$ cat src/rtl/game_flow_controller_pkg.sv
// Shared types and defaults for the Frogger game-flow sequencer.
package game_flow_controller_pkg;

    // Game-flow states; the encoding is also exported on o_State for debug/display.
    typedef enum logic [2:0] {
        ST_IDLE        = 3'd0,
        ST_START_WAIT  = 3'd1,
        ST_RUNNING     = 3'd2,
        ST_DYING       = 3'd3,
        ST_LEVEL_PAUSE = 3'd4,
        ST_GAME_OVER   = 3'd5,
        ST_WIN         = 3'd6
    } state_t;

    localparam int unsigned C_TIMER_W = 6;

    // Default game constants.
    localparam int C_DEF_LIVES_INI    = 3;
    localparam int C_DEF_SCORE_MAX    = 9;
    localparam int C_DEF_DEATH_FRAMES = 60;
    localparam int C_DEF_LEVEL_FRAMES = 30;
    localparam int C_DEF_OVER_FRAMES  = 60;

    // Lives count down but never wrap below zero.
    function automatic logic [1:0] lives_dec(input logic [1:0] i_Lives);
        return (i_Lives == 2'd0) ? 2'd0 : i_Lives - 2'd1;
    endfunction

endpackage

$ cat src/rtl/game_flow_controller_frame_timer.sv
// frame_timer: 6-bit saturating frame counter with clear and limit detection.
module frame_timer
    import game_flow_controller_pkg::*;
(
    input  logic                 i_Clk,
    input  logic                 i_Reset,
    input  logic                 i_Clear,
    input  logic                 i_Tick,
    input  logic [C_TIMER_W-1:0] i_Limit,
    output logic [C_TIMER_W-1:0] o_Count_Next,
    output logic                 o_Done
);

    logic [C_TIMER_W-1:0] r_Count;
    logic [C_TIMER_W:0]   w_Inc;

    // Next count: clear wins, otherwise increment on tick and hold at all-ones.
    always_comb begin
        w_Inc        = {1'b0, r_Count} + 7'd1;
        o_Count_Next = r_Count;
        if (i_Clear) begin
            o_Count_Next = '0;
        end else if (i_Tick && (r_Count != '1)) begin
            o_Count_Next = w_Inc[C_TIMER_W-1:0];
        end
        // Done on the tick that reaches the limit, or any time after it.
        o_Done = (r_Count >= i_Limit) || (i_Tick && (w_Inc == {1'b0, i_Limit}));
    end

    // Counter register.
    always_ff @(posedge i_Clk) begin
        if (i_Reset) begin
            r_Count <= '0;
        end else begin
            r_Count <= o_Count_Next;
        end
    end

endmodule

$ cat src/rtl/game_flow_controller.sv
// Frogger game-flow FSM: start handshake, lives, death/level pauses, game over and win.
module game_flow_controller
    import game_flow_controller_pkg::*;
#(
    parameter int C_LIVES_INI    = C_DEF_LIVES_INI,
    parameter int C_SCORE_MAX    = C_DEF_SCORE_MAX,
    parameter int C_DEATH_FRAMES = C_DEF_DEATH_FRAMES,
    parameter int C_LEVEL_FRAMES = C_DEF_LEVEL_FRAMES,
    parameter int C_OVER_FRAMES  = C_DEF_OVER_FRAMES
) (
    input  logic       i_Clk,
    input  logic       i_Reset,
    input  logic       i_Frame_Tick,
    input  logic       i_Start,
    input  logic       i_Has_Collided,
    input  logic       i_Level_Up,
    input  logic [3:0] i_Score,
    output logic       o_Game_Active,
    output logic       o_Obstacles_Run,
    output logic       o_Frog_Respawn,
    output logic       o_Score_Clear,
    output logic       o_Reverse_Load,
    output logic       o_Flash,
    output logic [1:0] o_Lives,
    output logic [2:0] o_State
);

    localparam logic [1:0]           C_LIVES_L = 2'(C_LIVES_INI);
    localparam logic [3:0]           C_SMAX_L  = 4'(C_SCORE_MAX);
    localparam logic [C_TIMER_W-1:0] C_DEATH_L = C_TIMER_W'(C_DEATH_FRAMES);
    localparam logic [C_TIMER_W-1:0] C_LEVEL_L = C_TIMER_W'(C_LEVEL_FRAMES);
    localparam logic [C_TIMER_W-1:0] C_OVER_L  = C_TIMER_W'(C_OVER_FRAMES);

    state_t               r_State;
    state_t               w_Next_State;
    logic [1:0]           r_Lives;
    logic [1:0]           w_Lives_Next;
    logic                 w_Respawn;
    logic                 w_Score_Clear;
    logic                 w_Reverse_Load;
    logic                 w_Clear;
    logic                 w_Done;
    logic [C_TIMER_W-1:0] w_Limit;
    logic [C_TIMER_W-1:0] w_Count_Next;

    frame_timer u_frame_timer (
        .i_Clk        (i_Clk),
        .i_Reset      (i_Reset),
        .i_Clear      (w_Clear),
        .i_Tick       (i_Frame_Tick),
        .i_Limit      (w_Limit),
        .o_Count_Next (w_Count_Next),
        .o_Done       (w_Done)
    );

    // Frame limit for the current timed state.
    always_comb begin
        w_Limit = '1;
        case (r_State)
            ST_DYING:       w_Limit = C_DEATH_L;
            ST_LEVEL_PAUSE: w_Limit = C_LEVEL_L;
            ST_GAME_OVER,
            ST_WIN:         w_Limit = C_OVER_L;
            default:        w_Limit = '1;
        endcase
    end

    // Next-state, lives and strobe decode.
    always_comb begin
        w_Next_State   = r_State;
        w_Lives_Next   = r_Lives;
        w_Respawn      = 1'b0;
        w_Score_Clear  = 1'b0;
        w_Reverse_Load = 1'b0;
        case (r_State)
            ST_IDLE: begin
                if (i_Start) begin
                    w_Next_State   = ST_START_WAIT;
                    w_Lives_Next   = C_LIVES_L;
                    w_Respawn      = 1'b1;
                    w_Score_Clear  = 1'b1;
                    w_Reverse_Load = 1'b1;
                end
            end
            ST_START_WAIT: begin
                if (!i_Start) w_Next_State = ST_RUNNING;
            end
            ST_RUNNING: begin
                // Collision has priority; a coincident level-up is dropped.
                if (i_Has_Collided) begin
                    w_Next_State = ST_DYING;
                    w_Lives_Next = lives_dec(r_Lives);
                end else if (i_Level_Up) begin
                    w_Next_State   = ST_LEVEL_PAUSE;
                    w_Reverse_Load = 1'b1;
                end
            end
            ST_DYING: begin
                if (w_Done) begin
                    if (r_Lives == 2'd0) begin
                        w_Next_State = ST_GAME_OVER;
                    end else begin
                        w_Next_State = ST_RUNNING;
                        w_Respawn    = 1'b1;
                    end
                end
            end
            ST_LEVEL_PAUSE: begin
                if (w_Done) begin
                    if (i_Score >= C_SMAX_L) begin
                        w_Next_State = ST_WIN;
                    end else begin
                        w_Next_State = ST_RUNNING;
                        w_Respawn    = 1'b1;
                    end
                end
            end
            ST_GAME_OVER,
            ST_WIN: begin
                if (w_Done && !i_Start) w_Next_State = ST_IDLE;
            end
            default: w_Next_State = ST_IDLE;
        endcase
        w_Clear = (w_Next_State != r_State);
    end

    // Registered state and outputs; enables are decoded from the next state so
    // they change in the same cycle as o_State.
    always_ff @(posedge i_Clk) begin
        if (i_Reset) begin
            r_State         <= ST_IDLE;
            r_Lives         <= C_LIVES_L;
            o_Game_Active   <= 1'b0;
            o_Obstacles_Run <= 1'b0;
            o_Frog_Respawn  <= 1'b0;
            o_Score_Clear   <= 1'b0;
            o_Reverse_Load  <= 1'b0;
            o_Flash         <= 1'b0;
        end else begin
            r_State         <= w_Next_State;
            r_Lives         <= w_Lives_Next;
            o_Game_Active   <= (w_Next_State == ST_RUNNING);
            o_Obstacles_Run <= (w_Next_State == ST_START_WAIT) ||
                               (w_Next_State == ST_RUNNING) ||
                               (w_Next_State == ST_LEVEL_PAUSE);
            o_Frog_Respawn  <= w_Respawn;
            o_Score_Clear   <= w_Score_Clear;
            o_Reverse_Load  <= w_Reverse_Load;
            o_Flash         <= (w_Next_State == ST_DYING) && w_Count_Next[2];
        end
    end

    assign o_Lives = r_Lives;
    assign o_State = r_State;

endmodule

$ cat config.mk
export PLATFORM = sky130hd
export DESIGN_NAME = game_flow_controller
export DESIGN_NICKNAME = d
export VERILOG_FILES = /design/src/rtl/game_flow_controller_pkg.sv /design/src/rtl/game_flow_controller_frame_timer.sv /design/src/rtl/game_flow_controller.sv
export SDC_FILE = /design/constraint.sdc
export NUM_CORES = 1
export LEC_CHECK = 0
export ABC_AREA = 1
export BUFFER_PORTS_ARGS = -buffer_cell sky130_fd_sc_hd__buf_2
export CORE_MARGIN = 2
export CORE_UTILIZATION = 25
export CTS_CLUSTER_SIZE = 20
export DETAILED_ROUTE_END_ITERATION = 12
export PLACE_DENSITY = 0.47
export SLEW_MARGIN = 25
export SYNTH_ARGS = -nofsm -noshare
export SYNTH_HDL_FRONTEND = slang
export SYNTH_SLANG_ARGS = --single-unit
$ cat constraint.sdc
create_clock -name i_Clk -period 5.5 [get_ports i_Clk]
set_input_delay 1.1 -clock i_Clk [delete_from_list [all_inputs] [get_ports i_Clk]]
set_output_delay 1.1 -clock i_Clk [all_outputs]
set_load 0.01 [all_outputs]
; Word-level counts from Yosys, hierarchy flattened
; Cells that the tools add are included.
[totals]
output_inout_bits = 11
input_bits = 10
word_cells = 72
regBits = 17
[classes]
add_sub_neg = 2
bitwise_logic = 1
reduce_logical = 16
n_eq_ne = 15
order_cmp = 2
mux = 26
[op_table]
columns = operator, n
row1 = $mux W3, 11
row2 = $pmux W3 S6, 1
row3 = $eq A3 B2 Y1 const B, 4
row4 = $eq A3 B3 Y1 const B, 4
row5 = $pmux W6 S2, 1
row6 = $add A6 B1 Y7 const B, 1
row7 = $eq A7 B6 Y1, 1
row8 = $mux W1, 7
row9 = $eq A3 B1 Y1 const B, 2
row10 = $ge A6 B6 Y1, 1
row11 = $mux W2, 3
row12 = $ne A6 B6 Y1 const B, 1
row13 = $reduce_or A2 Y1, 3
row14 = $ge A4 B4 Y1 const B, 1
row15 = $logic_and A1 B1 Y1, 4
row16 = $ne A2 B2 Y1 const B, 2
row17 = $pmux W2 S2, 1
row18 = $logic_not A3 Y1, 1
row19 = $logic_or A1 B1 Y1, 3
row20 = $ne A3 B3 Y1, 1
row21 = $pmux W1 S3, 1
row22 = $reduce_and A3 Y1, 1
row23 = $reduce_or A3 Y1, 1
row24 = $logic_not A2 Y1, 1
row25 = 5 further kinds, 5

; Longest topological paths before layout
; Gate-level depths: netlist (run 1).
[depth]
depth_word = 12
mapped_depth = 20
depth_no_buf = 20

; Hierarchy
; Synthesis (run 1) repeated with hierarchy kept, for this count alone.
[unflattened]
hier_cells = 204
area_unflattened_um2 = 1255.0
[modules_own_cells]
columns = module, area_per_inst_um2, seq_area_each_um2, cells_each, instances
row1 = game_flow_controller, 639.4, 220.2, 102, 1
row2 = frame_timer, 615.6, 120.1, 102, 1

; Worst setup path before layout (run 1)
; OpenSTA, ideal clock, no wires.
[synth_timing]
path_type = reg-to-reg
startpoint = register r_State[1], in the netlist o_State[1]
endpoint = register o_Obstacles_Run
t_arrival_ns = 2.346
setup_time_ns = 0.114
stages_incl_launch_ff = 19
synth_period_minus_slack_ns = 2.460
path_buffers = 0
path_slack_ns = 3.040
required_time_ns = 5.386
cell_sequence = dfxtp_1 -> nand2_2 -> nor2_4 -> inv_2 -> o21ai_2 -> nor2_1 -> ha_1 -> o21ai_0 -> nand2_1 -> a41oi_1 -> nand2_4 -> nand2_4 -> nand2_2 -> o21ai_0 -> nand2_1 -> nand2_1 -> nand2_1 -> a21oi_1 -> nor2_1
[synth_between]
elab_chain_cells = 12
elab_cells_between_ends = 28
cone_classes = order compare: 1 / eq/ne: 10 / mux: 9 / reduce/logical: 8
[synth_rtl]
columns = item, line_no
row1 = start: declaration, game_flow_controller.sv:34  ; state_t r_State;
row2 = start signal: assignment, game_flow_controller.sv:140  ; r_State <= w_Next_State;
row3 = "parallel branches: the longest is 8 deep, another holds $ge A6 B6 Y1", --
row4 = $pmux W3 S6 *, game_flow_controller.sv:75  ; case (r_State)
row5 = $eq A3 B1 Y1 or $eq A3 B2 Y1 (tied branches), "game_flow_controller.sv:143, game_flow_controller.sv:144"
row6 = $logic_or A1 B1 Y1, game_flow_controller.sv:143  ; o_Obstacles_Run <= (w_Next_State == ST_START_WAIT) ||
row7 = $logic_or A1 B1 Y1 *, game_flow_controller.sv:144  ; (w_Next_State == ST_RUNNING) ||
row8 = end signal: assignment, game_flow_controller.sv:143
row9 = end: declaration, game_flow_controller.sv:19  ; output logic o_Obstacles_Run,
; Mark *: on every way between the ends.
; A chain may end at the register's enable or synchronous reset.

; Final worst setup path (run 1)
[layout_timing]
startpoint = register r_State[0], in the netlist o_State[0]
endpoint = register o_Obstacles_Run
; Same word-level chain as after synthesis.

==> metrics.csv, run 1 <==
metric,value,unit
grt_start_max_net_pins,10,
start_util,26.36,%
finalClockSkew,2.610,ps
min_to,o_Lives[1],
drt_first_pass_iters,4,
synth_top_area_share,31.59,%
min_period_over_period,48.78,%
worstSkewPairLatency,240,ps
cts_htree_levels,1,
globalplace.congestion,0.7889,
avgViaCountPerCell,4.435,
cp_cell_sequence,nand2_2 -> nor2_4 -> inv_2 -> o21ai_2 -> nor2_1 -> ha_1 -> o21ai_0 -> nand2_1 -> a41oi_1 -> nand2_4 -> nand2_4 -> nand2_2 -> o21ai_0 -> nand2_1 -> nand2_1 -> nand2_1 -> a21oi_1 -> nor2_1,
grt-ovfl-total,0,
cpMaxStageDelayCell,dfxtp_1,
path_clk_slew,60,ps
die_area,0.004850,mm2
rsz0062_at_grt,false,
hold_viol,0,
fillers,458,
relSlewSlack,71.11,%
ir_drop,121.6,uV
syn_inst,163,
post-cts-setup-buffers,0,
syn_area,0.001077,mm2
min_path_type,flop to flop,
root_buffer,clkbuf_8,
fp.dieH,69.65,um
synth_edf_count,0,
hold_depth,2,
r2r_cells,18,
cts_tree,yes,
rows,23,
cp.arrival,2820,ps
fin_ws,2817,ps
insertedDiodeCount,0,
hold_buffers,0,
tightestPinTransition,429.7,ps
timing.rr.end,o_Obstacles_Run,
cp_slowest_stage_delay,490,ps
via_count,1051,
async_flop_share,0,%
hold_start,o_Lives[1],
hold_slack,471.8,ps
synth_warnings,0,
setup.worst_path.class,flop to flop,
antenna_found_initial,0,
post_cts_resized,0,
post-synth-top-area-cell,dfxtp_1,
crit_top_cell,nand2_1,
status,"finished, final reports clean",
syn-num-nets,177,
finalNetCount,202,
avgSynthCellArea,6.609,um2
yosys-top-cells-area,"dfxtp_1, nand2_1, inv_1",
fmax,372.7,MHz
fp.dieW,69.65,um
drtAntennaViolNets,0,
rr_startpoint,o_State[0],
yosysSeqAreaShare,31.59,%
wl_met2,1071,um
finalMaxSlewViolations,0,
dpl.hpwl,1981,um
grt_pass1_vias,964,
drt-wirelength-per-cell,10.18,um
m1WireLength,1257,um
ys_types,25,
rrSetupSlack,2820,ps
cp-start-kind,flop,
clock_sinks,17,
grt_first_pass_wirelength,4326,um
pre_cts_slack,2824,ps
yosys-top-cells-count,"nand2_1, inv_1, nor2_1",
route.met3.wl,60,um
syn2layout_area_growth,19.28,%
setup_viol,0,
drive_above_1_share,22.99,%
core,0.004086,mm2
end_kind,flop,
fin_crit,2683,ps
drcViolationCount,0,
globalRouteTotalUtil,10.65,%
wl,2412,um
clockBufferDepth,2,
final_core_util,31.45,%
power_density,222.1,mW/mm2
port-buffer-count,20,
fin_setup_tns,0,ps
crit_fanout,8,
power,285.4,uW
cap_violations,0,
synth_flop_cell,dfxtp_1,
io_pins,21,
drtIter0Drc,32,
cp.required,5640,ps
synth-seq-cells,17,
dr.max_layer_used,met4,
cts_buffers,3,
p_leak,0.6407,nW
synth.most_common_cell,nand2_1,
==> per-layer routing <==
layer	global-route usage, %	up-vias
met5	0	-
met4	3.205	0
met3	0.8721	2
met2	15.92	19
met1	16.11	460
li1	-	570
==> how the worst max path moves through the flow <==
stage          cells past startpoint  startpoint  slack [ps]         endpoint
6_report                          18  o_State[0]        2820  o_Obstacles_Run
5_1_grt                           20  o_State[0]        2510  o_Obstacles_Run
4_1_cts                           18  o_State[0]        2800  o_Obstacles_Run
3_5_place_dp                      18  o_State[0]        2820  o_Obstacles_Run
3_3_place_gp                      16  o_State[0]        2830          o_Flash
2_1_floorplan                     18  o_State[1]        3040  o_Obstacles_Run
==> metrics by stage <==
stage / cell area [um2] / cells
3_5_place_dp: 1240 / 233
6_report: 1285 / 237
3_3_place_gp: 1240 / 233
2_1_floorplan: 1077 / 163
4_1_cts: 1285 / 237
5_1_grt: 1285 / 237
==> state kept, by name, summed over array words and instances, names as in the netlist <==
name and cells:
u_frame_timer.r_Count 6, o_Lives 2, o_Flash 1, o_Frog_Respawn 1
o_Obstacles_Run 1, o_State 3, o_Score_Clear 1, o_Game_Active 1
o_Reverse_Load 1
==> area by class of cell <==
cell class	count	area [um2]	area share (%)
Clock buffer	4	45.04	3.505
Inverter	25	93.84	7.303
Multi-Input combinational cell	121	643.1	50.05
Sequential cell	17	340.3	26.48
Tap cell	50	62.56	4.869
Timing Repair Buffer	20	100.1	7.790
==> power by group <==
group / leakage [nW] / internal, mW / switching [mW]
clock: 0.0228 / 0.0512 / 0.0390
sequential: 0.139 / 0.130 / 0.00745
combinational: 0.479 / 0.0216 / 0.0360
total: 0.641 / 0.203 / 0.0824
==> critical path, delay by kind of cell (launching register included) <==
| family | cells | cell delay (ps) |
|---|---|---|
| buffers and inverters | 1 | 70 |
| flip-flops | 1 | 490 |
| AO/OA/AOI/OAI | 5 | 720 |
| AND/OR/NAND/NOR | 11 | 1000 |
| adder cells (fa/ha/maj) | 1 | 290 |
==> kinds of logic (layout without fill, tap and decap cells) <==
logic type	Yosys count	count (layout)	share of synthesized area (%)
flops	17	17	31.59
buf+inv	25	49	8.711
compound gates	24	24	13.24
xor+xnor	2	2	1.626
simple gates	91	91	40.19
fa+ha+maj	4	4	4.646
==> cells in the final DEF (no fill, tap or decap), types with 2 or more instances in the layout <==
| cell type | instances |
|---|---|
| nand2_1 | 37 |
| inv_1 | 23 |
| nor2_1 | 22 |
| buf_2 | 20 |
| dfxtp_1 | 17 |
| nand3_1 | 13 |
| o21ai_0 | 11 |
| nand2_2 | 6 |
| a21oi_1 | 6 |
| nor2_2 | 4 |
| ha_1 | 4 |
| clkbuf_8 | 3 |
| inv_2 | 2 |
| xor2_1 | 2 |
| nand3_2 | 2 |
| nand2_4 | 2 |
| o31ai_1 | 2 |
(Power assumes the default switching activity.)
==> inputs of run 2 (changes only) <==
--- a/config.mk
+++ b/config.mk
@@ -11,7 +11,7 @@
 export CORE_UTILIZATION = 25
 export CTS_CLUSTER_SIZE = 20
 export DETAILED_ROUTE_END_ITERATION = 12
-export PLACE_DENSITY = 0.47
+export PLACE_DENSITY = 0.49
 export SLEW_MARGIN = 25
 export SYNTH_ARGS = -nofsm -noshare
 export SYNTH_HDL_FRONTEND = slang
==> constraint.sdc (replaced) <==
create_clock -name i_Clk -period 2.4 [get_ports i_Clk]
set_input_delay 0.48 -clock i_Clk [delete_from_list [all_inputs] [get_ports i_Clk]]
set_output_delay 0.48 -clock i_Clk [all_outputs]
set_load 0.01 [all_outputs]
==> run 2 against run 1 <==
Compared with the run above: critical path depth decreased by 1; largest power group unchanged; flip-flop and latch count unchanged; critical path type unchanged; critical endpoint is now u_frame_timer.r_Count[3]; fmax rose by 15%; highest routed layer unchanged; non-clock buffer count increased by 16; sequential power increased by 130%.
==> metrics.csv, run 2 (synthesis results as in run 1) <==
metric,value,unit
grt_first_pass_wirelength,4450,um
placed_cells,245,
relSlewSlack,74.40,%
drt_first_pass_iters,4,
end_kind,flop,
timing.rr.end,u_frame_timer.r_Count[3],
cts_buffers,3,
drtIter0Drc,39,
fillers,438,
cp_slowest_stage_delay,360,ps
drt-wirelength-per-cell,10.55,um
power,693.2,uW
cp_cell_sequence,nand2_4 -> nand2_4 -> o21ai_2 -> nor2_1 -> ha_1 -> nor2_1 -> nand3_1 -> nor2_2 -> nand3_2 -> nand2_4 -> nand2_4 -> a21oi_1 -> nand3_2 -> nand2_2 -> nor2_4 -> nand2_4 -> nor2_2,
tightestPinTransition,380.7,ps
regMostFlops,u_frame_timer.r_Count,
cp-start-kind,flop,
insertedDiodeCount,0,
dpl.hpwl,2062,um
crit_fanout,7,
drtAntennaViolNets,0,
grt_pass1_vias,1021,
path_depth,17,
rows,23,
fp.dieH,69.65,um
worstSkewPairLatency,250,ps
clockBufferDepth,2,
fin_crit,2343,ps
final_common_cell,nand2_1,
design_area,0.001486,mm2
r2r_cells,17,
finalNetCount,218,
cts_tree,yes,
cp.buffers_inverters,0,
globalRouteTotalUtil,11.05,%
postPlaceCellArea,0.001334,mm2
cp.required,2540,ps
grt-ovfl-total,0,
fin_ws,56.94,ps
layout_common_cells,"nand2_1, inv_1, buf_2",
power_density,466.4,mW/mm2
avgViaCountPerCell,4.423,
fin_setup_tns,0,ps
ir_drop,320.2,uV
status,"finished, final reports clean",
setup.worst_path.start,o_State[0],
start_util,26.36,%
critPathTopFamily,simple AND/OR/NAND/NOR gates,
finalClockSkew,5.573,ps
rsz0062_at_grt,true,
cts_htree_levels,1,
wl,2668,um
setup_viol,0,
fp.dieW,69.65,um
p_leak,0.7451,nW
finalMaxSlewViolations,0,
core,0.004086,mm2
drcViolationCount,0,
largest_reg_flops,6,
drive_above_1_share,35.96,%
final_cells,253,
hold_viol,0,
hold_slack,441.6,ps
io_pins,21,
cpMaxStageDelayCell,dfxtp_4,
grt_start_max_net_pins,10,
rrSetupSlack,60,ps
min_path_type,primary input to flop,
min_period_over_period,97.63,%
cp-endpoint,u_frame_timer.r_Count[3],
clock_sinks,17,
die_area,0.004850,mm2
syn2layout_area_growth,37.98,%
root_buffer,clkbuf_8,
cp.arrival,2480,ps
final_core_util,36.37,%
path_clk_slew,60,ps
cap_violations,0,
via_count,1119,
hold_buffers,0,
globalplace.congestion,0.7605,
fmax,426.8,MHz
crit_top_cell,nand2_4,
pre_cts_slack,-36.35,ps
rr_startpoint,o_State[0],
antenna_found_initial,0,
port-buffer-count,20,
setup.worst_path.class,flop to flop,
==> run 2: changes by cell type in the layout (fill, tap and decap cells not counted), moves of 3 or more <==
cell | previous run | this run
buf_4 | 0 | 16
dfxtp_1 | 17 | 14
nand2_1 | 37 | 34
nand2_4 | 2 | 6
nor2_1 | 22 | 19
==> run 2: where the power goes <==
group / internal (mW) / switching, mW / total, mW / leakage [nW]
sequential: 0.298 / 0.0134 / 0.312 / 0.141
combinational: 0.0719 / 0.102 / 0.174 / 0.582
clock: 0.118 / 0.0904 / 0.208 / 0.0228
total: 0.488 / 0.206 / 0.693 / 0.745
==> run 2: worst min path at each step <==
stage                           from  slack [ps]    endpoint  cells after the start
final                        i_Reset         440  o_State[2]                      2
after global routing         i_Reset         450  o_State[2]                      2
after CTS                    i_Reset         440  o_State[2]                      2
after detailed placement  o_Lives[1]         460  o_Lives[1]                      2
after global placement    o_Lives[1]         470  o_Lives[1]                      2
after floorplan           o_Lives[1]         490  o_Lives[1]                      2
==> run 2: final cells by class <==
type / count / area (um2) / share of cell area, %
Clock buffer: 4 / 45.04 / 3.030
Tap cell: 50 / 62.56 / 4.209
Multi-Input combinational cell: 121 / 715.7 / 48.15
Timing Repair Buffer: 36 / 220.2 / 14.81
Inverter: 25 / 93.84 / 6.313
Sequential cell: 17 / 349.1 / 23.48
==> run 2: layer usage <==
layer | GRT usage, % | up-vias | wire length (um)
li1 | - | 606 | -
met1 | 15.89 | 482 | 1385
met2 | 16.99 | 26 | 1143
met3 | 1.308 | 5 | 97
met4 | 3.846 | 0 | 42
met5 | 0 | - | 0
==> run 2: what timing repair did <==
| action | 4_1_cts | 5_1_grt |
|---|---|---|
| endpoints found under the setup margin | 7 | 10 |
| setup buffers | 0 | 4 |
| pin swaps | 0 | 11 |
| gates resized for setup | 2 | 18 |
